==> src/rtl/fifo_ctrl16_pkg.sv <==
// Shared sizing and word types for the 16-deep streaming FIFO controller.
package fifo_pkg;
    localparam int DATA_W = 16;
    localparam int ADDR_W = 4;
    localparam int DEPTH  = 16;
    localparam int LVL_W  = 5;

    typedef logic [DATA_W-1:0] word_t;
    typedef logic [ADDR_W-1:0] addr_t;
    typedef logic [LVL_W-1:0]  lvl_t;
endpackage

==> src/rtl/fifo_ctrl16_if.sv <==
// Push/pop handshakes plus the RAM port bundle of the FIFO controller.
interface fifo_ctrl16_if;
    import fifo_pkg::*;

    logic  in_valid;
    logic  in_ready;
    word_t in_data;
    logic  out_valid;
    logic  out_ready;
    word_t out_data;
    lvl_t  level;
    logic  mem_we;
    addr_t mem_waddr;
    word_t mem_wdata;
    logic  mem_re;
    addr_t mem_raddr;
    word_t mem_rdata;

    // master is the surrounding datapath (producer, consumer, RAM); slave is the controller.
    modport master (
        output in_valid, in_data, out_ready, mem_rdata,
        input  in_ready, out_valid, out_data, level,
               mem_we, mem_waddr, mem_wdata, mem_re, mem_raddr
    );

    modport slave (
        input  in_valid, in_data, out_ready, mem_rdata,
        output in_ready, out_valid, out_data, level,
               mem_we, mem_waddr, mem_wdata, mem_re, mem_raddr
    );
endinterface

==> src/rtl/fifo_ctrl16.sv <==
// FIFO controller driving a 16x16 negedge-sampled dual-port RAM; 17 words total
// (16 in RAM plus the registered output word).
module fifo_ctrl16
    import fifo_pkg::*;
(
    input  logic         clk,
    input  logic         rst_n,
    input  logic         flush,
    fifo_ctrl16_if.slave bus
);

    addr_t wptr_q, wptr_d;
    addr_t rptr_q, rptr_d;
    lvl_t  cnt_q, cnt_d;
    logic  oval_q, oval_d;
    word_t odata_q, odata_d;

    logic clear;
    logic inReady;
    logic push;
    logic load;

    assign clear   = ~rst_n | flush;
    assign inReady = (cnt_q != lvl_t'(DEPTH));
    // Transfers coinciding with reset/flush are discarded, so keep the RAM ports idle then.
    assign push    = bus.in_valid & inReady & ~clear;
    assign load    = (cnt_q != '0) & (~oval_q | bus.out_ready) & ~clear;

    assign bus.in_ready  = inReady;
    assign bus.out_valid = oval_q;
    assign bus.out_data  = odata_q;
    assign bus.level     = cnt_q + lvl_t'(oval_q);
    assign bus.mem_we    = push;
    assign bus.mem_waddr = wptr_q;
    assign bus.mem_wdata = bus.in_data;
    assign bus.mem_re    = load;
    assign bus.mem_raddr = rptr_q;

    always_comb begin
        wptr_d  = wptr_q;
        rptr_d  = rptr_q;
        cnt_d   = cnt_q;
        oval_d  = oval_q;
        odata_d = odata_q;
        if (flush) begin
            wptr_d  = '0;
            rptr_d  = '0;
            cnt_d   = '0;
            oval_d  = 1'b0;
            odata_d = '0;
        end else begin
            wptr_d = wptr_q + addr_t'(push);
            rptr_d = rptr_q + addr_t'(load);
            cnt_d  = cnt_q + lvl_t'(push) - lvl_t'(load);
            // mem_rdata was captured by the RAM at the preceding negedge for rptr_q.
            if (load) begin
                odata_d = bus.mem_rdata;
                oval_d  = 1'b1;
            end else if (bus.out_ready) begin
                oval_d  = 1'b0;
            end
        end
    end

    always_ff @(posedge clk) begin
        if (!rst_n) begin
            wptr_q  <= '0;
            rptr_q  <= '0;
            cnt_q   <= '0;
            oval_q  <= 1'b0;
            odata_q <= '0;
        end else begin
            wptr_q  <= wptr_d;
            rptr_q  <= rptr_d;
            cnt_q   <= cnt_d;
            oval_q  <= oval_d;
            odata_q <= odata_d;
        end
    end

endmodule

==> src/flat_wrapper.sv <==
// flat-port wrapper written by rule: the top's interface ports become plain ports
module fifo_ctrl16_flat import fifo_pkg::*;
  (clk, rst_n, flush, bus_in_valid, bus_in_data, bus_out_ready, bus_mem_rdata, bus_in_ready, bus_out_valid, bus_out_data, bus_level, bus_mem_we, bus_mem_waddr, bus_mem_wdata, bus_mem_re, bus_mem_raddr);
  fifo_ctrl16_if bus_i ();
  input  logic clk;
  input  logic rst_n;
  input  logic flush;
  input wire logic [$bits(bus_i.in_valid)-1:0] bus_in_valid;
  input wire logic [$bits(bus_i.in_data)-1:0] bus_in_data;
  input wire logic [$bits(bus_i.out_ready)-1:0] bus_out_ready;
  input wire logic [$bits(bus_i.mem_rdata)-1:0] bus_mem_rdata;
  output wire logic [$bits(bus_i.in_ready)-1:0] bus_in_ready;
  output wire logic [$bits(bus_i.out_valid)-1:0] bus_out_valid;
  output wire logic [$bits(bus_i.out_data)-1:0] bus_out_data;
  output wire logic [$bits(bus_i.level)-1:0] bus_level;
  output wire logic [$bits(bus_i.mem_we)-1:0] bus_mem_we;
  output wire logic [$bits(bus_i.mem_waddr)-1:0] bus_mem_waddr;
  output wire logic [$bits(bus_i.mem_wdata)-1:0] bus_mem_wdata;
  output wire logic [$bits(bus_i.mem_re)-1:0] bus_mem_re;
  output wire logic [$bits(bus_i.mem_raddr)-1:0] bus_mem_raddr;
  assign bus_i.in_valid = bus_in_valid;
  assign bus_i.in_data = bus_in_data;
  assign bus_i.out_ready = bus_out_ready;
  assign bus_i.mem_rdata = bus_mem_rdata;
  assign bus_in_ready = bus_i.in_ready;
  assign bus_out_valid = bus_i.out_valid;
  assign bus_out_data = bus_i.out_data;
  assign bus_level = bus_i.level;
  assign bus_mem_we = bus_i.mem_we;
  assign bus_mem_waddr = bus_i.mem_waddr;
  assign bus_mem_wdata = bus_i.mem_wdata;
  assign bus_mem_re = bus_i.mem_re;
  assign bus_mem_raddr = bus_i.mem_raddr;
  fifo_ctrl16 u_core (.clk(clk), .rst_n(rst_n), .flush(flush), .bus(bus_i));
endmodule
==> config.mk <==
export PLATFORM = sky130hd
export DESIGN_NAME = fifo_ctrl16_flat
export DESIGN_NICKNAME = d
export VERILOG_FILES = /design/src/rtl/fifo_ctrl16_pkg.sv /design/src/rtl/fifo_ctrl16_if.sv /design/src/rtl/fifo_ctrl16.sv /design/src/flat_wrapper.sv
export SDC_FILE = /design/constraint.sdc
export NUM_CORES = 1
export LEC_CHECK = 0
export BUFFER_PORTS_ARGS = -buffer_cell sky130_fd_sc_hd__buf_4
export CAP_MARGIN = 15
export CORE_UTILIZATION = 40
export DETAILED_ROUTE_END_ITERATION = 16
export PLACE_DENSITY = 0.8
export SLEW_MARGIN = 20
export SYNTH_ARGS = -nofsm -noshare
export SYNTH_HDL_FRONTEND = slang
export SYNTH_SLANG_ARGS = --single-unit
==> constraint.sdc <==
create_clock -name clk -period 4.2 [get_ports clk]
set_clock_uncertainty 0.2 [all_clocks]
set_input_delay 1.05 -clock clk [delete_from_list [all_inputs] [get_ports clk]]
set_output_delay 1.05 -clock clk [all_outputs]
set_load 0.02 [all_outputs]
## Word-level counts from Yosys, hierarchy flattened

Cells that the tools add are included.

- $add $sub $neg: 5
- $mul: 0
- Divide/modulo/power cells: 0
- Magnitude comparators: 0
- Equal/unequal tests: 1
- Shifts and indexed selects: 0
- Muxes and demuxes: 2
- Bitwise logic cells: 9
- Reductions and logical operators: 3

Operator list:

| cell | count |
|---|---|
| 5-bit by 1-bit adder with 5-bit output | 2 |
| 4-bit by 1-bit adder with 4-bit output | 2 |
| 5-bit inequality test, second input constant | 1 |
| 5-bit nonzero test | 1 |
| 5-bit by 1-bit subtractor with 5-bit output | 1 |
| 1-bit AND | 4 |
| 1-bit inverter | 3 |
| 1-bit two-way mux | 2 |
| 1-bit bitwise OR | 2 |
| 2-bit nonzero test | 1 |
| 2-bit OR reduction | 1 |

- Register bits: 30
- Bits in latches: 0
- Memory bits (writable): 0
- Bits in read-only memories: 0
- Logic and storage cells: 25
- Memories: 0

## Longest topological paths before layout

Gate-level depths: netlist of the first run.

- Depth in word-level cells: 6
- Mapped depth: 12
- Depth with buffers taken out: 11

## Least setup slack after synthesis of the first run

OpenSTA, ideal clock, no wires.

- Path kind: input to register
- From: input flush
- To: register u_core.cnt_q[4]
- Data arrival time: 3249 ps
- Required time: 3885 ps
- Path slack: 636 ps
- Cell stages on the path: 10
- Cell sequence: nand2b_1 -> clkbuf_1 -> nor3_1 -> ha_1 -> inv_1 -> ha_1 -> fa_1 -> a21oi_1 -> o21ai_0 -> a21bo_2

RTL lines:

| what | RTL line | RTL |
|---|---|---|
| start, declared | flat_wrapper.sv:7 | `input logic flush;` |
| 1-bit bitwise OR | fifo_ctrl16.sv:23 | `assign clear = ~rst_n \| flush;` |
| 1-bit inverter | fifo_ctrl16.sv:27 | `assign load = (cnt_q != '0) & (~oval_q \| bus.out_ready) & ~clear;` |
| 1-bit AND | fifo_ctrl16.sv:27 |  |
| via bus_mem_re | flat_wrapper.sv:19 | `output wire logic [$bits(bus_i.mem_re)-1:0] bus_mem_re;` |
| 5-bit by 1-bit subtractor with 5-bit output | fifo_ctrl16.sv:54 | `cnt_d = cnt_q + lvl_t'(push) - lvl_t'(load);` |
| end signal, assigned | fifo_ctrl16.sv:75 | `cnt_q <= cnt_d;` |
| end, declared | fifo_ctrl16.sv:14 | `lvl_t cnt_q, cnt_d;` |

The timed path passes the listed nets, and every way through them passes these cells.
A chain may end at the register's enable or synchronous reset.

## Worst setup path in the final report of the first run

- From: input flush
- To: register u_core.cnt_q[4]

- Longest elaborated chain between the ends: 5

Ends and longest elaborated chain:

| what | RTL line | RTL |
|---|---|---|
| 1-bit bitwise OR | fifo_ctrl16.sv:23 |  |
| 1-bit inverter | fifo_ctrl16.sv:26, fifo_ctrl16.sv:27 |  |
| 1-bit AND | fifo_ctrl16.sv:26 | `assign push = bus.in_valid & inReady & ~clear;` |
| 5-bit by 1-bit adder with 5-bit output | fifo_ctrl16.sv:54 |  |
| 5-bit by 1-bit subtractor with 5-bit output | fifo_ctrl16.sv:54 |  |

Parallel ways exist; a longest one is shown, timed or not.

==> metrics.txt, run 1 <==
Max-slew headroom=0.3971; Fin. Hold Viols=0; layout cells sized above 1=0.3558; Post-Syn Nets=223; initial antenna violation count=0; slowest CP cell=nor2b_1; mapped cell area=0.001614 mm2; Worst setup startpoint=flush; Yosys warnings=0; fin crit share=0.7806; final setup vio count=0; synthesized area per cell=9.439 um2; Worst Hold End=u_core.bus.out_data[4]; Crit Reg-Reg Endpoint=u_core.cnt_q[4]; Max rail drop VDD=233.4 uV; DRT Pass-1 Iters=4; sequential share of power=0.431; die extent in y=65.52 um; setup TNS=0 ps; vias in the first global route=1192; post-synthesis sequential area ratio=0.3721; Max Freq=0.3050 GHz; switch share=0.3127; Final Slew Violations=0; Tot Pwr=0.7332 mW; Top cell by count, worst path=ha_1; die width=65.52 um; Area contributors post-synth=dfxtp_1 (37%), ha_1 (11%), buf_4 (7.9%), nand3_2 (6.2%), a21oi_1 (5.6%); crit path DAT=3250 ps; number of instances in the placed design=249; Layout Nets=260; hold path depth=2; final wirelength=3230 um; commonest non-fill, non-tap cell in the layout=buf_4; Placeable Area=0.003771 mm2; Post-CTS Repair Setup Buffers=0; GRT overflow=0; crit path kind=input port to flop; biggest area consumer among synthesized cells=dfxtp_1; worst r2r src=u_core.cnt_q[3]; largest net degree at the start of global routing=25; Crit. End Element=flop; CTS tree=done; RD Place Congestion=0.7876; crit-path leading delay family=adder cells; Cells after Synth=171; Diodes inserted=0; RSZ-0062 raised after global routing=no; status=completed; routed length per instance=12.62 um; gr usage total=0.1617; clock group share of total power=0.284; HP Start=u_core.bus.out_data[4]; worst path bufs/invs=2; startpoint types=input port; fin cells=256; Pleak=0.8793 nW; commonest non-fill, non-tap cells in the layout=buf_4 (56), dfxtp_1 (30), a21oi_1 (18), o21ai_0 (16), ha_1 (14); Resize count post-CTS=0; PwrDens=370.9 mW/mm2; cts bufs inserted=5; first-pass GRT wire length=5319 um; Post-Route Utilization=0.5242; Distinct cells, synth=32; Switch Pwr=0.2293 mW; Worst-Skew Late Latency=270 ps; num rows=22; critical path cell sequence=buf_4, nor2b_1, nand3_1, ha_1, inv_1, ha_1, fa_1, a21oi_1, o21ai_0, a21bo_2; initial drt markers=82; CP Max Fanout=10; clock transition at the registers of the reported paths=60 ps; # port buffers=53; DRC viols=0; Initial Util=0.4280; Yosys top cell area share=0.3721; HP Class=flop to flop; dpl hpwl=2373 um; R2R setup slack=1250 ps; clock buffer depth=2; DR vias/cell=4.953; IO Pins=86; via count=1268; CTS sink count=30; CP peak stage delay=410 ps; Die Area=0.004293 mm2; Power Internal=0.5040 mW; worst reg2reg path depth=11; hold buffer count at cts=0; Tmin final=3278 ps; Max-cap violations=0; Logic pwr share=0.285; CTS root buffer=clkbuf_8; area delta synth->final=22.48%; Max H-tree Level=2; Worst Tran Pin Value=904.4 ps; worst endpoint required time=4170 ps; register bit total from synthesis=30; ANT nets after route=0
power groups by stage:
stage | combinational (mW) | clock [mW] | sequential [mW]
2_1_floorplan | 0.166 | 0 | 0.334
3_3_place_gp | 0.208 | 0 | 0.322
3_5_place_dp | 0.211 | 0 | 0.322
4_1_cts | 0.211 | 0.217 | 0.316
5_1_grt | 0.228 | 0.228 | 0.318
6_report | 0.209 | 0.209 | 0.316
stage by stage:
stage	setup WS (ps)	hold slack (ps)	instance area [um2]
2_1_floorplan	636.0	353.4	1614
3_3_place_gp	824.6	262.4	1901
3_5_place_dp	637.6	268.5	1901
4_1_cts	934.4	276.4	1977
5_1_grt	665.8	301.6	1977
6_report	921.6	277.8	1977
layer usage:
layer,share of wire,global-route usage,wire length [um]
met5,0,0,0
met3,0.063,0.04688,202
met2,0.48,0.2719,1548
met4,0.0028,0.05978,9
met1,0.46,0.1934,1470
flip-flops by register name, summed over array words and instances, names as in the netlist:
name	cells
u_core.cnt_q	5
u_core.bus.mem_raddr	4
u_core.bus.out_data	16
u_core.bus.out_valid	1
u_core.bus.mem_waddr	4
cells in the mapped netlist:
master     instances
nand3_1            9
and2_1             6
nor2b_1            2
nand2_1            3
xnor2_1            6
fa_1               1
clkbuf_1           5
a21o_1             1
buf_2              1
ha_1              14
buf_12             1
a21bo_2            1
buf_6              2
nand3_2           10
o21ai_0           16
o21ai_1            1
nor4b_4            1
a21oi_2            1
o2111ai_1          1
nand4_1            1
inv_1              7
nor2_1             6
nor3_1             1
nand2b_1           2
or4b_1             1
buf_4             17
dfxtp_1           30
and3_1             1
xor2_1             3
o21bai_1           1
a2111oi_0          1
a21oi_1           18
final cells by class:
| class | count | area, um2 |
|---|---|---|
| Inverter | 7 | 26.28 |
| Tap cell | 48 | 60.06 |
| Timing Repair Buffer | 56 | 420.4 |
| Sequential cell | 30 | 600.6 |
| Fill cell | 358 | 1794 |
| Multi-Input combinational cell | 108 | 793.3 |
| Clock buffer | 7 | 76.32 |
worst max path at each step:
stage	endpoint	slack [ps]	cells past startpoint
2_1_floorplan	u_core.cnt_q[4]	640	10
3_3_place_gp	u_core.cnt_q[4]	820	10
3_5_place_dp	u_core.cnt_q[4]	640	10
4_1_cts	u_core.cnt_q[4]	930	10
5_1_grt	u_core.cnt_q[4]	670	10
6_report	u_core.cnt_q[4]	920	10
worst min-delay path, cell delays in order, from the launching register on:
cell and delay [ps]:
dfxtp_1 300, o21ai_0 60, a21oi_1 60
kinds of logic after synthesis:
kind of cell               synth area share
xor gates and xnor gates            0.04884
adders and majority gates            0.1209
DFF                                  0.3721
buffers and inverters                0.1364
AOI/OAI and AO/OA                    0.1403
and+or+nand+nor                      0.1814
No activity file was read; power rests on OpenSTA's default activity.
==> run 2, diff against run 1 <==
Settings changed: ABC_AREA set to 1, PLACE_DENSITY 0.8 to 0.79.
Clock period 4.2 ns to 3.4 ns, I/O delays scaled along.
==> run 2 against run 1 <==
Against the previous run:
- via count increased by 3.4%
- register-to-register slack got worse by 610 ps
- critical endpoint is now bus_mem_we
- combinational power decreased by 3%
- first-iteration DRC count decreased by 28%
==> metrics.txt, run 2 <==
worst endpoint required time=2350 ps (-1820 ps); synthesized area per cell=7.805 um2 (-17%); Worst-Skew Late Latency=270 ps (about the same); Diodes inserted=0 (unchanged); Distinct cells, synth=22 (-31%); crit path DAT=1770 ps (-1480 ps); Yosys top cell area share=0.3596 (-0.01254); DRT Pass-1 Iters=4 (unchanged); hold_ws=307.2 ps (+29.38 ps); # port buffers=53 (unchanged); final instance area=0.002088 mm2 (+5.6%); Post-Route Utilization=0.5221 (-0.002168); setup TNS=0 ps (unchanged); via count=1311 (+3.4%); routed length per instance=10.47 um (-17%); Synth top cells by count=inv_1 (33), dfxtp_1 (30), nand2_1 (30), nor2_1 (30), nand3_1 (23); initial antenna violation count=0 (unchanged); CP Max Fanout=15 (+5); mapped cell area=0.001670 mm2 (+3.5%); Yosys warnings=0 (unchanged); Layout Nets=307 (+18%); final setup vio count=0 (unchanged); Placeable Area=0.004000 mm2 (+6.1%); Post-Syn Nets=266 (+19%); Post-CTS Repair Setup Buffers=0 (unchanged); commonest non-fill, non-tap cell in the layout=buf_4; DRC viols=0 (unchanged); Final Slew Violations=0 (unchanged); Initial Util=0.4176 (-0.01042); Cells after Synth=214 (+25%); top-count cell post-synth=inv_1; area delta synth->final=25.02%; Synth async-reset ratio=0 (unchanged); Worst Tran Pin Value=356.6 ps (-547.8 ps); ANT nets after route=0 (unchanged); fin crit share=0.8305; max reg flops=16 (unchanged); PwrDens=436.7 mW/mm2 (+18%); Max rail drop VDD=282.5 uV (+21%); die extent in y=66.62 um (+1.7%); XOR/XNOR share of the synthesized area=0.03670 (-0.01213); CTS sink count=30 (unchanged); Area contributors post-synth=dfxtp_1 (36%), ha_1 (10%), buf_4 (7.6%), inv_1 (7.4%), nand3_1 (6.9%); clock buffer depth=2 (unchanged); GRT overflow=0 (unchanged); Main synth FF type=dfxtp_1; commonest non-fill, non-tap cells in the layout=buf_4 (56), inv_1 (33), nand2_1 (30), nor2_1 (30), dfxtp_1 (30); CTS tree=done; cts bufs inserted=5 (unchanged); biggest area consumer among synthesized cells=dfxtp_1; dpl cell area=0.001978 mm2 (+4.1%); Crit. End Element=output pin; Pleak=1.039 nW (+18%); post-synthesis simple-gate area fraction=0.2831 (+0.1018); dpl hpwl=2483 um (+4.7%); initial drt markers=59 (-28%); CTS root buffer=clkbuf_8; Fin. Hold Viols=0 (unchanged); startpoint types=input port; R2R setup slack=640 ps (-610 ps); largest net degree at the start of global routing=19 (-24%); HP Class=flop to flop; DR vias/cell=4.284 (-14%); main combinational cell family by area after synthesis=simple AND/OR/NAND/NOR gates; Die Area=0.004438 mm2 (+3.4%); Max-cap violations=0 (unchanged); status=completed; gr usage total=0.1610 (-0.0006797); die width=66.62 um (+1.7%); post-synthesis adder-cell area fraction=0.1169 (-0.004076); Max H-tree Level=2 (unchanged); clock transition at the registers of the reported paths=60 ps (about the same); Tmin final=2824 ps; IO Pins=86 (unchanged); register bit total from synthesis=30 (unchanged); layout cells sized above 1=0.3164 (-0.03936); Resize count post-CTS=0 (unchanged); Post-synth EDFFs=0 (unchanged); final wirelength=3203 um (-0.84%); Max-slew headroom=0.7614 (+0.3644); vias in the first global route=1188 (-0.34%); compound-cell area share of the yosys netlist=0.01798 (-0.1223); hold buffer count at cts=0 (unchanged); RD Place Congestion=0.8834 (+12%); num rows=23 (+4.5%); RSZ-0062 raised after global routing=no; crit path kind=input port to output pin; post-synthesis sequential area ratio=0.3596 (-0.01254); Max Freq=0.3542 GHz; mux cell area share after synthesis=0 (unchanged); first-pass GRT wire length=5223 um (-1.8%)
[run 2: final cells by class]
class / instances / area [um2]
Tap cell: 50 / 62.56
Clock buffer: 8 / 110.1
Inverter: 36 / 135.1
Sequential cell: 30 / 600.6
Timing Repair Buffer: 56 / 420.4
Fill cell: 386 / 1912
Multi-Input combinational cell: 126 / 759.5
[run 2: critical path, cell delays in order]
cell and delay (ps):
buf_4 110, inv_2 40, nand2_2 200, inv_1 190, nand3_1 110, inv_1 110
buf_4 150
[run 2: metrics by stage]
stage,instances,total power [mW],setup WS [ps]
floorplan,214,0.5515,482.4
global route,306,0.9644,482.0
global placement,298,0.5914,396.4
detailed placement,298,0.5945,335.4
finish,306,0.9120,576.3
CTS,306,0.9251,569.9
[run 2: path summary, 6_finish.rpt]
check	startpoint	endpoint	cells past startpoint
setup / recovery	flush	bus_mem_we	7
hold / removal	u_core.bus.mem_raddr[3]	u_core.bus.mem_raddr[3]	2
setup reg to reg	u_core.cnt_q[3]	u_core.cnt_q[4]	13
hold reg to reg	u_core.bus.mem_raddr[3]	u_core.bus.mem_raddr[3]	2
[run 2: kinds of logic (layout without fill, tap and decap cells)]
group | after synthesis | in the layout
XOR/XNOR | 7 | 7
flip-flops | 30 | 30
adder cells (fa/ha/maj) | 15 | 15
buffers and inverters | 58 | 100
AND/OR/NAND/NOR | 98 | 98
AO/OA/AOI/OAI | 6 | 6
[run 2: report_power, final]
group | internal, mW | switching, mW
combinational | 0.0826 | 0.120
sequential | 0.370 | 0.0123
clock | 0.204 | 0.123
total | 0.657 | 0.255
[run 2: per-layer routing]
| metal | vias up | GRT usage | share of wire |
|---|---|---|---|
| met5 | - | 0 | 0 |
| met4 | 0 | 0.08511 | 0.011 |
| met3 | 4 | 0.04623 | 0.047 |
| met2 | 41 | 0.2677 | 0.48 |
| met1 | 550 | 0.1846 | 0.46 |
| li1 | 716 | - | - |
